File: src/rtl/nbcac_rx_gearbox_22to32_if.sv
// rtl/nbcac_rx_gearbox_22to32_if.sv - decoded-word input and packed-word output handshakes of the rx gearbox
interface nbcac_rx_gearbox_22to32_if #(
    parameter int IN_W  = 22,
    parameter int OUT_W = 32,
    parameter int OF_W  = $clog2(OUT_W) + 1
) ();
    logic              in_valid;
    logic [IN_W-1:0]   in_data;
    logic              in_ready;
    logic              out_valid;
    logic              out_ready;
    logic [OUT_W-1:0]  out_data;
    logic [OF_W-1:0]   out_fill;

    modport master (
        output in_valid, in_data, out_ready,
        input  in_ready, out_valid, out_data, out_fill
    );

    modport slave (
        input  in_valid, in_data, out_ready,
        output in_ready, out_valid, out_data, out_fill
    );
endinterface

File: src/rtl/nbcac_rx_gearbox_22to32.sv
// rtl/nbcac_rx_gearbox_22to32.sv - packs 22-bit decoded words LSB-first into 32-bit output words
module nbcac_rx_gearbox_22to32 #(
    parameter int IN_W   = 22,
    parameter int OUT_W  = 32,
    parameter int ACC_W  = 64,
    parameter int FILL_W = 7
) (
    input  logic clock,
    input  logic rst_n,
    input  logic flush,
    output logic overflow_err,
    nbcac_rx_gearbox_22to32_if.slave bus
);
    localparam int OF_W = $clog2(OUT_W) + 1;
    localparam logic [FILL_W-1:0] OUT_F  = FILL_W'(OUT_W);
    localparam logic [FILL_W-1:0] IN_F   = FILL_W'(IN_W);
    localparam logic [FILL_W-1:0] ROOM_F = FILL_W'(ACC_W - IN_W);

    logic [ACC_W-1:0]  acc;
    logic [ACC_W-1:0]  acc_nx;
    logic [ACC_W-1:0]  base;
    logic [ACC_W-1:0]  in_ext;
    logic [FILL_W-1:0] fill;
    logic [FILL_W-1:0] fill_nx;
    logic [FILL_W-1:0] base_fill;
    logic [OUT_W-1:0]  part_mask;
    logic              flush_pend;
    logic              slot_free;
    logic              emit_full;
    logic              emit_part;
    logic              accept;

    assign bus.in_ready = (fill <= ROOM_F) && !flush_pend;
    assign accept       = bus.in_valid && bus.in_ready;
    assign slot_free    = !bus.out_valid || bus.out_ready;
    assign emit_full    = slot_free && (fill >= OUT_F);
    assign emit_part    = slot_free && flush_pend && (fill != '0) && (fill < OUT_F);
    assign in_ext       = ACC_W'(bus.in_data);

    // Retire the outgoing word first, then append any accepted word above what remains.
    always_comb begin
        base      = acc;
        base_fill = fill;
        if (emit_full) begin
            base      = acc >> OUT_W;
            base_fill = fill - OUT_F;
        end else if (emit_part) begin
            base      = '0;
            base_fill = '0;
        end
        acc_nx  = base;
        fill_nx = base_fill;
        if (accept) begin
            acc_nx  = base | (in_ext << base_fill);
            fill_nx = base_fill + IN_F;
        end
        for (int i = 0; i < OUT_W; i++) begin
            part_mask[i] = (FILL_W'(i) < fill);
        end
    end

    always_ff @(posedge clock or negedge rst_n) begin
        if (!rst_n) begin
            acc           <= '0;
            fill          <= '0;
            flush_pend    <= 1'b0;
            overflow_err  <= 1'b0;
            bus.out_valid <= 1'b0;
            bus.out_data  <= '0;
            bus.out_fill  <= '0;
        end else begin
            acc  <= acc_nx;
            fill <= fill_nx;

            if (bus.in_valid && !bus.in_ready) begin
                overflow_err <= 1'b1;
            end

            // Full words keep draining while pending; the flag drops on the partial word or once empty.
            if (flush) begin
                flush_pend <= 1'b1;
            end else if (flush_pend && slot_free && (emit_part || fill == '0)) begin
                flush_pend <= 1'b0;
            end

            if (emit_full) begin
                bus.out_data  <= acc[OUT_W-1:0];
                bus.out_fill  <= OF_W'(OUT_W);
                bus.out_valid <= 1'b1;
            end else if (emit_part) begin
                bus.out_data  <= acc[OUT_W-1:0] & part_mask;
                bus.out_fill  <= fill[OF_W-1:0];
                bus.out_valid <= 1'b1;
            end else if (slot_free) begin
                bus.out_valid <= 1'b0;
            end
        end
    end
endmodule

File: src/flat_wrapper.sv
// flat-port wrapper written by rule: the top's interface ports become plain ports
module nbcac_rx_gearbox_22to32_flat 
#(
    parameter int IN_W   = 22,
    parameter int OUT_W  = 32,
    parameter int ACC_W  = 64,
    parameter int FILL_W = 7
)
  (clock, rst_n, flush, overflow_err, bus_in_valid, bus_in_data, bus_out_ready, bus_in_ready, bus_out_valid, bus_out_data, bus_out_fill);
  nbcac_rx_gearbox_22to32_if #(.IN_W(IN_W), .OUT_W(OUT_W)) bus_i ();
  input  logic clock;
  input  logic rst_n;
  input  logic flush;
  output logic overflow_err;
  input wire logic [$bits(bus_i.in_valid)-1:0] bus_in_valid;
  input wire logic [$bits(bus_i.in_data)-1:0] bus_in_data;
  input wire logic [$bits(bus_i.out_ready)-1:0] bus_out_ready;
  output wire logic [$bits(bus_i.in_ready)-1:0] bus_in_ready;
  output wire logic [$bits(bus_i.out_valid)-1:0] bus_out_valid;
  output wire logic [$bits(bus_i.out_data)-1:0] bus_out_data;
  output wire logic [$bits(bus_i.out_fill)-1:0] bus_out_fill;
  assign bus_i.in_valid = bus_in_valid;
  assign bus_i.in_data = bus_in_data;
  assign bus_i.out_ready = bus_out_ready;
  assign bus_in_ready = bus_i.in_ready;
  assign bus_out_valid = bus_i.out_valid;
  assign bus_out_data = bus_i.out_data;
  assign bus_out_fill = bus_i.out_fill;
  nbcac_rx_gearbox_22to32 #(.IN_W(IN_W), .OUT_W(OUT_W), .ACC_W(ACC_W), .FILL_W(FILL_W)) u_core (.clock(clock), .rst_n(rst_n), .flush(flush), .overflow_err(overflow_err), .bus(bus_i));
endmodule
File: config.mk
export PLATFORM = sky130hd
export DESIGN_NAME = nbcac_rx_gearbox_22to32_flat
export DESIGN_NICKNAME = d
export VERILOG_FILES = /design/src/rtl/nbcac_rx_gearbox_22to32_if.sv /design/src/rtl/nbcac_rx_gearbox_22to32.sv /design/src/flat_wrapper.sv
export SDC_FILE = /design/constraint.sdc
export NUM_CORES = 1
export LEC_CHECK = 0
export ABC_AREA = 1
export CORE_MARGIN = 8
export CORE_UTILIZATION = 39
export DETAILED_ROUTE_END_ITERATION = 8
export MAX_ROUTING_LAYER = met4
export SLEW_MARGIN = 5
export SYNTH_ARGS = -nofsm -noshare
export SYNTH_HDL_FRONTEND = slang
export SYNTH_SLANG_ARGS = --single-unit
export TNS_END_PERCENT = 1
File: constraint.sdc
create_clock -name clock -period 3 [get_ports clock]
set_input_delay 0.3 -clock clock [delete_from_list [all_inputs] [get_ports clock]]
set_output_delay 0.3 -clock clock [all_outputs]
set_load 0.02 [all_outputs]
Yosys cells after proc, flatten, opt, wreduce, memory -nomap -nowiden:

Index checks and enable logic that the tools add are counted.

* add/sub/neg operators: 2
* $lt $le $gt $ge: 35
* shift-type cells: 1
* multiplexer cells: 15
* bitwise logic cells: 2
* reduce and logical (&&, ||, !) cells: 18

Operators by type and width (count)
* $mux 64: 3
* $lt 5x7->1 const A: 16
* $mux 32: 2
* $or 64x64->64: 1
* $shl 22x7->64: 1
* $lt 4x7->1 const A: 8
* $and 32x32->32: 1
* $lt 3x7->1 const A: 4
* $mux 7: 3
* $lt 1x7->1 const A: 2
* $lt 2x7->1 const A: 2
* $mux 6: 2
* $logic_and 1x1->1: 8
* $add 7x5->7 const B: 1
* $ge 7x6->1 const B: 1
* $le 7x6->1 const B: 1
* $logic_not 7->1: 1
* $lt 7x6->1 const B: 1
* $reduce_bool 7->1: 1
* $sub 7x6->7 const B: 1
* $mux 1: 5
* $reduce_bool 2->1: 2
* $logic_not 1->1: 3
* $reduce_bool 3->1: 1
* $logic_or 1x1->1: 2

* register bits: 112
* input port bits: 27
* output and inout port bits: 41

Longest topological paths before layout:

Gate-level depths: netlist of run 1.

* word-level depth: 10
* depth in mapped cells: 18
* mapped depth without buffers: 17

Least setup slack after synthesis of run 1:

OpenSTA, ideal clock, no wires.

* kind: register to register
* start: register u_core.fill[5]
* end: register u_core.acc[0]
* setup time: 0.104 ns
* data arrival time: 2.107 ns
* required time: 2.896 ns
* slack: 0.789 ns
* cell stages (with the launch flop): 13
* clock period less this slack: 2.211 ns
* cell sequence: dfrtp_1 inv_1 ha_1 clkbuf_2 nor2_4 inv_1 nand2_4 inv_2 a21oi_4 nand2_2 nor2_2 inv_2 o311ai_1

* longest elaborated chain between the ends: 8

RTL lines
* start, declared: RTL line nbcac_rx_gearbox_22to32.sv:23 `logic [FILL_W-1:0] fill;`
* start signal, assigned: RTL line nbcac_rx_gearbox_22to32.sv:73 `fill <= fill_nx;`
* parallel branches: the longest is 7 deep, another holds $lt 7x6->1
* $mux 64 (*): RTL line nbcac_rx_gearbox_22to32.sv:53 `if (accept) begin`
* net u_core.acc_nx[0]: RTL line nbcac_rx_gearbox_22to32.sv:20 `logic [ACC_W-1:0] acc_nx;`
* end signal, assigned: RTL line nbcac_rx_gearbox_22to32.sv:72 `acc <= acc_nx;`
* end, declared: RTL line nbcac_rx_gearbox_22to32.sv:19 `logic [ACC_W-1:0] acc;`

Mark *: on every way through the listed nets, which the timed path passes.
A chain may end at the register's enable or synchronous reset.

Final worst setup path of run 1:

* start: register u_core.fill[5]
* end: register u_core.acc[3]

Same word-level chain as after synthesis.

==> reports/metrics.yaml, run 1 <==
outcome:
  status: "finished, final reports clean"
place:
  gp_routability_congestion: 0.975
  port_buffers: 67
  dpl.hpwl_um: 16700
  place_ws_ns: 0.180
  dp_cells: 1193
  placed_area_mm2: 0.00762
power_and_ir_drop:
  combPwrFrac_pct: 57.9
  powerDensity_mw_per_mm2: 1030
  seqPwrFrac_pct: 26.2
  clockPowerShare_pct: 16.0
  totalPowerFinal_mw: 8.20
  p_int_mw: 4.10
  p_leak_nw: 3.86
  power_switching_mw: 4.10
  p_sw_share_pct: 50.0
  peakVddDrop_mv: 0.746
global_routing:
  track_usage_pct: 21.8
  grt_pass1_vias: 6315
  overflow: 0
  grt_max_degree: 119
  antenna_found_initial: 0
  grt_pass1_wl_um: 36300
cells_and_area:
  layout_commonest_cell: "nand2_1"
  n_antenna_cell: 0
  fillers: 1698
  final_core_util_pct: 47.9
  syn_to_final_growth_pct: 19.8
  nNetsFinal: 1015
  mostFrequentLayoutCells: "nand2_1, nand3_1, dfrtp_1"
  design_area_mm2: 0.00794
  ff_latch_area_mm2: 0.00280
  drive_gt1_share_pct: 8.00
  stdcell_count: 1208
  multi_input_comb_area_mm2: 0.00336
cts:
  clkSinkCount: 112
  clk_pin_slew_ns: 0.07
  cts_hold_buf: 0
  post-cts-setup-buffers: 0
  clock-root-buffer: "clkbuf_16"
  cts_tree: "yes"
  post_cts_resized: 0
  clockBufferDepth: 2
  clock_latency_ns: 0.35
  h-tree-depth: 3
  cts_buffers: 9
setup_path:
  crit_type: "flop to flop"
  crit_family: "simple AND/OR/NAND/NOR gates"
  cp.required_ns: 3.27
  cp_slowest_cell: "dfrtp_1"
  worstRegToRegCells: 13
  cp.depth: 13
  slowest_delay_ns: 0.46
  start_kind: "flop"
  r2r_start: "u_core.fill[5]"
  crit_buf_inv: 1
  critPathMaxFanout: 26
  end_kind: "flop"
  cp_cell_sequence: "inv_1, ha_1, nand2_1, nor2_1, nand3_4, nand2_2, nand2_1, nand3_1, and2_1, nand2_1, nor2_1, nand2_1, o211ai_1"
  rrSetupSlack_ns: 0.27
  cp-startpoint: "u_core.fill[5]"
  crit_path_end: "u_core.acc[3]"
  r2r-end: "u_core.acc[3]"
  cp_data_arrival_time_ns: 2.99
  crit_top_cell: "nand2_1"
floorplanning:
  core_area_mm2: 0.0166
  die-area_mm2: 0.0214
  rows: 47
  die_x_um: 146
  top_level_ports: 68
  start_util_pct: 40.0
  die_h_um: 146
routing:
  via_per_inst: 5.44
  vias: 6573
  top_layer: "met4"
  first_pass_iters: 5
  routed_wl_um: 22300
  met2_length_um: 9590
  ant_nets: 0
  wire_per_inst_um: 18.4
  dr_wl_met3_um: 1320
  drtIter0Drc: 591
  drc: 0
  m1WireLength_um: 10400
timing:
  slew_headroom_pct: 47.4
  hold_ws_ns: 0.0273
  setup_slack_ns: 0.275
  finalSetupViolCount: 0
  fmax_mhz: 367
  worst_clock_skew_ns: 0.00685
  fin_crit_sh_pct: 90.8
  fin_tns_setup_ns: 0
  period_minus_slack_ns: 2.73
  rsz0062_at_grt: "false"
  slew_viol_final: 0
  hold_viol_final: 0
  tightest_slew_ns: 0.788
synthesis:
  synth_cells: 925
  synth_area_leaders: "dfrtp_1, nand2_1, nand3_1"
  synth.largest_area_cell: "dfrtp_1"
  ys_types: 38
  postSynthNetCount: 956
  yosysSeqAreaShare_pct: 42.3
  ys_ff_latch: 112
  avgSynthCellArea_um2: 7.17
  yosysWarnings: 0
  synth_top_area_share_pct: 42.3
  netlist_area_mm2: 0.00663
flow_run:
  cap_violations: 0
hold_path:
  min-delay-path-class: "primary input to asynchronous set/reset pin"
==> sequential cells by signal (all words and copies together), names as in the netlist <==
register / count
u_core.acc: 64
u_core.bus.out_data: 32
u_core.fill: 7
u_core.bus.out_fill: 6
u_core.bus.out_valid: 1
u_core.flush_pend: 1
u_core.overflow_err: 1
==> layer usage <==
metal  track usage, %  vias to the layer above
li1                 -                     3213
met1             29.6                     3047
met2             31.2                      258
met3             3.68                       55
met4             9.84                        0
met5                -                        -
==> how the worst min path moves through the flow <==
stage	depth (start not counted)	startpoint	end
global route	1	rst_n	u_core.acc[50]
global placement	1	rst_n	u_core.acc[32]
floorplan	0	rst_n	u_core.acc[0]
finish	1	rst_n	u_core.acc[50]
detailed placement	1	rst_n	u_core.acc[50]
CTS	1	rst_n	u_core.acc[50]
==> power groups by stage <==
| stage | clock, mW | combinational (mW) | sequential, mW |
|---|---|---|---|
| 3_5_place_dp | 0 | 4.70 | 2.17 |
| 4_1_cts | 1.34 | 4.72 | 2.14 |
| 2_1_floorplan | 0 | 2.88 | 2.28 |
| 6_report | 1.31 | 4.75 | 2.15 |
| 5_1_grt | 1.39 | 5.21 | 2.19 |
| 3_3_place_gp | 0 | 4.70 | 2.16 |
==> kinds of logic (layout without fill, tap and decap cells) <==
group / Yosys count / in the layout / share of synthesized area, %
AND/OR/NAND/NOR: 576 / 576 / 38.0
buffers and inverters: 110 / 173 / 7.07
XOR/XNOR: 5 / 5 / 0.660
flip-flops: 112 / 112 / 42.3
AO/OA/AOI/OAI: 118 / 118 / 11.3
adder cells (fa/ha/maj): 4 / 4 / 0.755
==> worst reg2reg max path, stage by stage, from the launching register on <==
cell	delay (ns)
dfrtp_1	0.46
inv_1	0.14
ha_1	0.20
nand2_1	0.07
nor2_1	0.23
nand3_4	0.14
nand2_2	0.38
nand2_1	0.14
nand3_1	0.09
and2_1	0.22
nand2_1	0.10
nor2_1	0.17
nand2_1	0.13
o211ai_1	0.18
==> synth_stat cells <==
cell type and count:
a32o_1 4, or2_1 1, clkbuf_1 13, a31oi_1 1, nand3_1 195, nand3_4 1, buf_6 1, inv_1 40
o21ai_0 51, nor2_4 4, buf_4 4, buf_1 7, a22o_1 5, clkbuf_2 1, and2_1 1, a21boi_0 1
nor2_1 20, o21ai_1 10, nand4_1 15, o311ai_1 1, nor3_1 1, xor2_1 5, o31ai_1 7, o211ai_1 21
inv_2 16, dfrtp_1 112, a21oi_1 7, ha_1 4, nand2_1 330, a22oi_1 2, clkinv_1 2, nand2_2 6
nand2_4 1, buf_2 26, o21bai_1 5, o22ai_1 1, a21oi_4 2, nor2_2 1
==> cell type report <==
| type | count | share of cell area, % |
|---|---|---|
| clock buffers | 11 | 3.06 |
| multi-input cells | 703 | 42.3 |
| clock inverters | 4 | 0.961 |
| inverters | 58 | 2.76 |
| well taps | 220 | 3.47 |
| flip-flops and latches | 112 | 35.3 |
| repair buffers | 100 | 12.2 |
Note: power is estimated with default switching activity, not from simulation.
==> run 2: changes to the inputs <==
--- a/config.mk
+++ b/config.mk
@@ -7,9 +7,10 @@
 export LEC_CHECK = 0
 export ABC_AREA = 1
 export CORE_MARGIN = 8
-export CORE_UTILIZATION = 39
+export CORE_UTILIZATION = 50
 export DETAILED_ROUTE_END_ITERATION = 8
 export MAX_ROUTING_LAYER = met4
+export PLACE_DENSITY = 0.72
 export SLEW_MARGIN = 5
 export SYNTH_ARGS = -nofsm -noshare
 export SYNTH_HDL_FRONTEND = slang
==> run 2 against run 1 <==
Routed wire length up 1.5%. Via count grew 2.8%. Total power down 0.61%. First-iteration DRC count up 21%. Final cell count shrank 3.3%. Non-clock buffer count is 3 higher. Register-to-register slack about the same. Clock power decreased by 5%.
==> reports/metrics.yaml, run 2 (synthesis gave the netlist of run 1 again) <==
setup_path:
  crit_buf_inv: 2  # was 1
  cp_cell_sequence: "inv_2, nand2_1, nor2_1, nand2_2, nand3_4, nand2_2, inv_2, nand3_1, nand3_1, nand3_1, nand3_1, nand2_1, nand2_1, nand3_1"  # was inv_1, ha_1, nand2_1, nor2_1, nand3_4, nand2_2, nand2_1, nand3_1, and2_1, nand2_1, nor2_1, nand2_1, o211ai_1
  cp_data_arrival_time_ns: 2.98  # was 2.99 ns
  r2r_start: "u_core.fill[4]"  # was u_core.fill[5]
  crit_type: "flop to flop"  # unchanged
  cp_slowest_cell: "dfrtp_1"  # unchanged
  crit_family: "simple AND/OR/NAND/NOR gates"  # unchanged
  cp-startpoint: "u_core.fill[4]"  # was u_core.fill[5]
  critPathMaxFanout: 24  # was 26
  end_kind: "flop"  # unchanged
  cp.required_ns: 3.24  # was 3.27 ns
  crit_top_cell: "nand3_1"  # was nand2_1
  start_kind: "flop"  # unchanged
  rrSetupSlack_ns: 0.26  # was 0.27 ns
  slowest_delay_ns: 0.47  # was 0.46 ns
cells_and_area:
  top_register: "u_core.acc"  # unchanged
  nNetsFinal: 1018  # was 1015
  layout_commonest_cell: "nand2_1"  # unchanged
  stdcell_count: 1168  # was 1208
  n_antenna_cell: 0  # unchanged
  final_core_util_pct: 60.3  # was 47.9%
  multi_input_comb_area_mm2: 0.00336  # unchanged
  drive_gt1_share_pct: 8.37  # was 8.00%
  syn_to_final_growth_pct: 18.9  # was 19.8%
  reg_top3: "u_core.acc (64), u_core.bus.out_data (32), u_core.fill (7)"  # unchanged
  mostFrequentLayoutCells: "nand2_1, nand3_1, dfrtp_1"  # unchanged
  fillers: 1220  # was 1698
  largest_register_ff_count: 64  # unchanged
  ff_latch_area_mm2: 0.00280  # unchanged
routing:
  wire_per_inst_um: 19.4  # was 18.4 um
  drc: 0  # unchanged
  via_per_inst: 5.78  # was 5.44
  routed_wl_um: 22600  # was 22300 um
  vias: 6754  # was 6573
  first_pass_iters: 5  # unchanged
  drtIter0Drc: 716  # was 591
  ant_nets: 0  # unchanged
floorplanning:
  rows: 42  # was 47
  start_util_pct: 50.7  # was 40.0%
  die_x_um: 131  # was 146 um
  top_level_ports: 68  # unchanged
  die_h_um: 131  # was 146 um
  core_area_mm2: 0.0131  # was 0.0166 mm2
  die-area_mm2: 0.0172  # was 0.0214 mm2
global_routing:
  track_usage_pct: 27.3  # was 21.8%
  overflow: 0  # unchanged
  antenna_found_initial: 0  # unchanged
  grt_pass1_vias: 6464  # was 6315
  grt_pass1_wl_um: 36800  # was 36300 um
  grt_max_degree: 119  # unchanged
timing:
  setup_slack_ns: 0.260  # was 0.275 ns
  rsz0062_at_grt: "false"  # unchanged
  period_minus_slack_ns: 2.74  # was 2.73 ns
  fin_tns_setup_ns: 0  # unchanged
  tightest_slew_ns: 0.487  # was 0.788 ns
  slew_headroom_pct: 67.5  # was 47.4%
  hold_viol_final: 0  # unchanged
  fin_crit_sh_pct: 91.3  # was 90.8%
  fmax_mhz: 365  # was 367 MHz
  worst_clock_skew_ns: 0.00705  # was 0.00685 ns
  finalSetupViolCount: 0  # unchanged
  slew_viol_final: 0  # unchanged
flow_run:
  cap_violations: 0  # unchanged
power_and_ir_drop:
  p_leak_nw: 3.87  # was 3.86 nW
  peakVddDrop_mv: 0.699  # was 0.746 mV
  powerDensity_mw_per_mm2: 1030  # about the same
  totalPowerFinal_mw: 8.15  # was 8.20 mW
place:
  dpl.hpwl_um: 17000  # was 16700 um
  place_ws_ns: 0.200  # was 0.180 ns
  gp_routability_congestion: 0.960  # was 0.975
  port_buffers: 67  # unchanged
  dp_cells: 1151  # was 1193
hold_path:
  min-delay-path-class: "primary input to asynchronous set/reset pin"  # unchanged
cts:
  h-tree-depth: 3  # unchanged
  post_cts_resized: 0  # unchanged
  clock-root-buffer: "clkbuf_16"  # unchanged
  cts_tree: "yes"  # unchanged
  cts_hold_buf: 1  # was 0
  clk_pin_slew_ns: 0.08  # was 0.07 ns
  cts_buffers: 9  # unchanged
  post-cts-setup-buffers: 0  # unchanged
  clock_latency_ns: 0.36  # was 0.35 ns
  clockBufferDepth: 2  # unchanged
  clkSinkCount: 112  # unchanged
outcome:
  status: "finished, final reports clean"  # unchanged
## run 2: report_power, final
group / total [mW] / switching, mW / leakage, nW / internal, mW
Combinational: 4.76 / 3.31 / 2.18 / 1.45
Sequential: 2.15 / 0.261 / 1.53 / 1.89
Clock: 1.25 / 0.587 / 0.149 / 0.659
## run 2: final timing paths
check                                         end  cells past startpoint
max in group asynchronous          u_core.acc[47]                      3
setup / recovery                   u_core.acc[18]                     14
hold reg to reg            u_core.bus.out_data[9]                      2
min in group clock         u_core.bus.out_data[9]                      2
hold / removal                     u_core.fill[0]                      2
setup reg to reg                   u_core.acc[18]                     14
## run 2: metrics by stage
stage               instance area (um2)  hold slack (ns)
floorplan                          6630          0.00441
global placement                   7570            0.239
detailed placement                 7570            0.241
CTS                                7890            0.389
global route                       7890            0.451
finish                             7890            0.431
## run 2: area by class of cell
type                    count  area share (%)
clock buffers               9            2.86
inverters                  58            2.78
well taps                 176            2.79
multi-input cells         703            42.6
repair buffers            103            12.4
flip-flops and latches    112            35.5
clock inverters             7            1.03
## run 2: per-layer routing
layer,global-route usage (%),part of all wire [%],vias up
met3,4.99,8.1,47
met4,10.7,3.3,0
met1,35.2,43,3152
li1,-,-,3220
met5,-,0,-
met2,42.0,46,335
